==> src/rtl/sparc_exu_ccr_wrsched.sv <==
// CCR write-port scheduler: merges pipe, TLU and divider CC writes into one
// registered write port, buffering divider results in a 2-entry FIFO.
module sparc_exu_ccr_wrsched #(
    parameter int AGE_MAX = 4
) (
    input  logic       clk,
    input  logic       reset,
    input  logic       se,
    input  logic       pipe_wen_w,
    input  logic [1:0] pipe_thr_w,
    input  logic [7:0] pipe_data_w,
    input  logic       tlu_req,
    input  logic [1:0] tlu_thr,
    input  logic [7:0] tlu_data,
    output logic       tlu_ack,
    input  logic       div_vld,
    input  logic [1:0] div_thr,
    input  logic [7:0] div_data,
    output logic       div_rdy,
    output logic       div_drop,
    output logic       ccr_wen,
    output logic [1:0] ccr_wthr,
    output logic [7:0] ccr_wdata,
    output logic [3:0] ccr_pend_thr
);

    // An age limit above the counter's saturation value can never be reached.
    localparam logic [3:0] AGE_LIM = (AGE_MAX > 7) ? 4'd8 : 4'(AGE_MAX);

    logic            unused_se;
    logic [1:0]      vld, stale;
    logic [1:0][1:0] ent_thr;
    logic [1:0][7:0] ent_data;
    logic [2:0]      age;

    logic [1:0]      vld_nxt, stale_nxt;
    logic [1:0][1:0] thr_nxt;
    logic [1:0][7:0] data_nxt;
    logic [2:0]      age_nxt;

    logic head_ok, aged, div_win, head_stale, pop, push;

    assign unused_se = se;

    // Slot 0 is always the head; the FIFO shifts down on pop.
    assign head_ok    = vld[0] & ~stale[0];
    assign head_stale = vld[0] & stale[0];
    assign aged       = head_ok & ({1'b0, age} >= AGE_LIM);

    assign div_win  = ~pipe_wen_w & head_ok & (aged | ~tlu_req);
    assign tlu_ack  = ~reset & tlu_req & ~pipe_wen_w & ~aged;
    assign div_drop = ~reset & head_stale;
    assign div_rdy  = ~(vld[0] & vld[1]) & ~reset;

    assign pop  = div_win | head_stale;
    assign push = div_vld & div_rdy;

    always_comb begin
        vld_nxt   = vld;
        stale_nxt = stale;
        thr_nxt   = ent_thr;
        data_nxt  = ent_data;
        if (pop) begin
            vld_nxt     = {1'b0, vld[1]};
            stale_nxt   = {1'b0, stale[1]};
            thr_nxt[0]  = ent_thr[1];
            data_nxt[0] = ent_data[1];
        end
        if (push) begin
            if (!vld_nxt[0]) begin
                vld_nxt[0]   = 1'b1;
                stale_nxt[0] = 1'b0;
                thr_nxt[0]   = div_thr;
                data_nxt[0]  = div_data;
            end else begin
                vld_nxt[1]   = 1'b1;
                stale_nxt[1] = 1'b0;
                thr_nxt[1]   = div_thr;
                data_nxt[1]  = div_data;
            end
        end
        // Any younger write to the same thread supersedes buffered divider results.
        for (int i = 0; i < 2; i++) begin
            if (vld_nxt[i] && ((pipe_wen_w && thr_nxt[i] == pipe_thr_w) ||
                               (tlu_ack && thr_nxt[i] == tlu_thr)))
                stale_nxt[i] = 1'b1;
        end
    end

    always_comb begin
        age_nxt = age;
        if (pop || !vld[0])
            age_nxt = 3'd0;
        else if (head_ok && age != 3'd7)
            age_nxt = age + 3'd1;
    end

    always_comb begin
        ccr_pend_thr = 4'd0;
        for (int i = 0; i < 2; i++) begin
            if (vld[i] && !stale[i])
                ccr_pend_thr[ent_thr[i]] = 1'b1;
        end
        if (reset)
            ccr_pend_thr = 4'd0;
    end

    always_ff @(posedge clk) begin
        if (reset) begin
            vld   <= 2'b00;
            stale <= 2'b00;
            age   <= 3'd0;
        end else begin
            vld   <= vld_nxt;
            stale <= stale_nxt;
            age   <= age_nxt;
        end
    end

    // Entry payload is qualified by vld, so it carries no reset.
    always_ff @(posedge clk) begin
        ent_thr  <= thr_nxt;
        ent_data <= data_nxt;
    end

    always_ff @(posedge clk) begin
        if (reset) begin
            ccr_wen   <= 1'b0;
            ccr_wthr  <= 2'd0;
            ccr_wdata <= 8'd0;
        end else begin
            ccr_wen <= pipe_wen_w | div_win | tlu_ack;
            if (pipe_wen_w) begin
                ccr_wthr  <= pipe_thr_w;
                ccr_wdata <= pipe_data_w;
            end else if (div_win) begin
                ccr_wthr  <= ent_thr[0];
                ccr_wdata <= ent_data[0];
            end else if (tlu_ack) begin
                ccr_wthr  <= tlu_thr;
                ccr_wdata <= tlu_data;
            end
        end
    end

endmodule
==> config.mk <==
export PLATFORM = sky130hd
export DESIGN_NAME = sparc_exu_ccr_wrsched
export DESIGN_NICKNAME = d
export VERILOG_FILES = /design/src/rtl/sparc_exu_ccr_wrsched.sv
export SDC_FILE = /design/constraint.sdc
export NUM_CORES = 1
export LEC_CHECK = 0
export CAP_MARGIN = 20
export CORE_MARGIN = 2
export CORE_UTILIZATION = 38
export CTS_CLUSTER_DIAMETER = 50
export DETAILED_ROUTE_END_ITERATION = 8
export GPL_ROUTABILITY_DRIVEN = 0
export PLACE_DENSITY = 0.73
export SLEW_MARGIN = 20
export SYNTH_ARGS = -nofsm -noshare
export SYNTH_HDL_FRONTEND = slang
export SYNTH_SLANG_ARGS = --single-unit
==> constraint.sdc <==
create_clock -name clk -period 2.3 [get_ports clk]
set_input_delay 0.23 -clock clk [delete_from_list [all_inputs] [get_ports clk]]
set_output_delay 0.23 -clock clk [all_outputs]
set_load 0.005 [all_outputs]
==> results.yml, run 1 <==
synthesis:
  syn_nets: 248
  synth_area_leaders: "dfxtp_1 31%, edfxtp_1 12%, mux2i_1 11%, nand2_1 7.4%, a21oi_1 4.4%"
  syn_avg_cell_area_sq_um: 9.199
  async_flop_share_pct: 0
  yosysWarnings: 0
  ys.flop_type: "dfxtp_1"
  ys_ff_latch: 38
  synth_top_area_share_pct: 31.09
  ys_types: 43
  ys_seq_area_share_pct: 43.52
  synth_edf_count: 8
  netlist_area_sq_um: 1932
  synthCells: 210
  yosysTopAreaCell: "dfxtp_1"
global_route:
  grt_max_degree: 29
  overflow: 0
  first_global_vias: 1551
  antenna_found_initial: 0
  grt_pass1_wl_microns: 6962
  gr-usage-all-layers_pct: 16.30
cts:
  ctsRootBufferMaster: "clkbuf_8"
  clk_latency_ns: 0.29
  ctsHoldBuffers: 0
  htreeDepth: 2
  clkSinkCount: 38
  cts_tree: "yes"
  cts_buffers: 5
  postCtsResizedCells: 0
  cts_setup_buffers: 0
  cts_buffer_depth: 2
  clk_pin_slew_ns: 0.07
worst_hold_path:
  hold_path.class: "reg2reg"
  min_to: "ccr_wdata[3]$_SDFFE_PP0P_"
  hold_depth: 2
  hold_path_startpoint: "ccr_wdata[3]$_SDFFE_PP0P_"
place:
  io_buffers: 52
  post-dp-hpwl_microns: 3393
  placed_area_sq_um: 2581
run:
  drv_cap: 0
timing:
  fmax_mhz: 462.7
  period_share_pct: 93.97
  setup_viol_count_final: 0
  worstMarginPinSlew_ns: 0.4430
  slew_viol_final: 0
  finClkSkew_ns: 0.001865
  period_needed_ns: 2.161
  hold_viol_final: 0
  rsz0062_at_grt: "no"
  tns_ns: 0
  maxSlewHeadroom_pct: 70.36
power:
  switching_share_pct: 28.57
  powerDensity_nw_per_um2: 634.2
  p_sw_uw: 483.4
  ir_drop_v: 0.0003635
  p_clk_share_pct: 26.0
  leakage_uw: 0.001054
  intPower_uw: 1208
  p_seq_share_pct: 48.9
  pwr-share-comb_pct: 25.0
  p_total_uw: 1692
critical_path:
  r2r_start: "age[2]$_SDFFE_PP0P_"
  cpMaxStageDelayCell: "clkdlybuf4s50_1"
  r2r-end: "stale[0]$_SDFF_PP0_"
  ff2ff_path_depth: 7
  path_class: "reg2out"
  endpoint_kind: "output port"
  crit_fanout: 6
  path_cells: "and2b_4 > a2111oi_2 > buf_4 > clkdlybuf4s50_1"
  slowest_delay_ns: 0.50
  crit_required_ns: 2.07
  cp-start-kind: "register"
  r2r_slack_ns: 0.20
  cp.arrival_ns: 1.93
route:
  wire_per_inst_microns: 12.76
  vias: 1643
  met1Wirelength_microns: 1987
  drt_pass1_iterations: 4
  initialDrtViolationCount: 80
  ant_nets: 0
  dr_wl_met2_microns: 2165
  drt-total-wl_microns: 4339
  top_layer_used: "met4"
  drcViolationCount: 0
  vias_per_cell: 4.832
  met3_length_microns: 112
floorplanning:
  dieArea_sq_um: 5670
  pin_count: 54
  row_count: 25
  die_w_microns: 75.30
  core_sq_um: 4817
  die_h_microns: 75.30
  start_util_pct: 40.10
finish:
  multi_input_area_sq_um: 996.0
  area_growth_pct: 38.08
  final_common_cell: "clkdlybuf4s50_1"
  antennaDiodeCount: 0
  nets: 310
  nFillCells: 450
  regArea_sq_um: 842.1
  post-route-cell-area_sq_um: 2668
  mostFrequentLayoutCells: "52 x clkdlybuf4s50_1, 38 x nand2_1, 29 x dfxtp_1"
  drive_gt1_share_pct: 12.09
outcome:
  outcome: "finished clean"
cells in the mapped netlist, types with 4 or more instances:
| library cell | n |
|---|---|
| dfxtp_1 | 30 |
| clkbuf_1 | 6 |
| mux2i_1 | 21 |
| nand2_1 | 38 |
| o21ai_0 | 17 |
| nor3_1 | 4 |
| nor2_1 | 11 |
| inv_1 | 6 |
| xor2_1 | 6 |
| a21oi_1 | 17 |
| edfxtp_1 | 8 |
registers in the layout (all words and copies together) (netlist names):
signal and count:
ent_data 16, ccr_wdata 8, ent_thr 4, age 3, ccr_wthr 2, stale 2, vld 2, ccr_wen 1
layout make-up:
type | count | area share, %
Multi-Input combinational cell | 155 | 37.34
Sequential cell | 38 | 31.57
Timing Repair Buffer | 66 | 23.92
Tap cell | 67 | 3.143
Clock buffer | 5 | 2.580
Inverter | 6 | 0.8443
Clock inverter | 3 | 0.6098
how the worst max path moves through the flow:
stage,from,endpoint,cells after the start
after global routing,stale[0]$_SDFF_PP0_,tlu_ack,4
after detailed placement,tlu_req,stale[0]$_SDFF_PP0_,8
after global placement,tlu_req,stale[0]$_SDFF_PP0_,8
after CTS,stale[0]$_SDFF_PP0_,tlu_ack,4
final,stale[0]$_SDFF_PP0_,tlu_ack,4
after floorplan,vld[0]$_SDFF_PP0_,stale[1]$_SDFF_PP0_,7
through the flow:
step	setup slack, ns	hold slack (ns)	cells	utilization [%]
6_report	0.1386	0.4511	340	55.38
3_3_place_gp	-0.1281	0.4398	332	53.58
2_1_floorplan	0.1544	0.3110	210	-
3_5_place_dp	-0.1383	0.4465	332	53.58
4_1_cts	0.05031	0.4554	340	55.35
5_1_grt	0.05436	0.4739	340	55.38
per-layer routing:
layer / track usage, % / up-vias
met2: 27.44 / 26
met1: 20.36 / 748
met4: 7.602 / 0
met5: 0 / -
li1: - / 864
met3: 2.778 / 5
cell families (layout without fill, tap and decap cells):
logic type	after synthesis	in the layout	synth area share [%]
DFF	38	38	43.52
xor gates and xnor gates	8	8	3.627
adders and majority gates	2	2	1.295
and+or+nand+nor	74	74	19.11
buffers and inverters	17	80	4.922
AOI/OAI and AO/OA	46	46	13.60
muxes	25	25	13.92
critical path: cells and delay by family (launching register included):
family / cells / cell delay [ns]
flip-flops: 1 / 0.37
AO/OA/AOI/OAI: 1 / 0.34
AND/OR/NAND/NOR: 1 / 0.22
buffers and inverters: 2 / 0.70
power groups by stage:
stage	combinational [uW]	sequential [uW]	clock, uW
2_1_floorplan	258	824	0
3_3_place_gp	414	839	0
3_5_place_dp	425	842	0
4_1_cts	427	826	458
5_1_grt	470	840	481
6_report	424	828	440
(Power assumes the default switching activity.)
==> run 2: changes to the inputs <==
Settings changed: CTS_CLUSTER_DIAMETER 50 to not set.
==> results of run 2 <==
Final layout, timing and power as in run 1 (identical DEF).
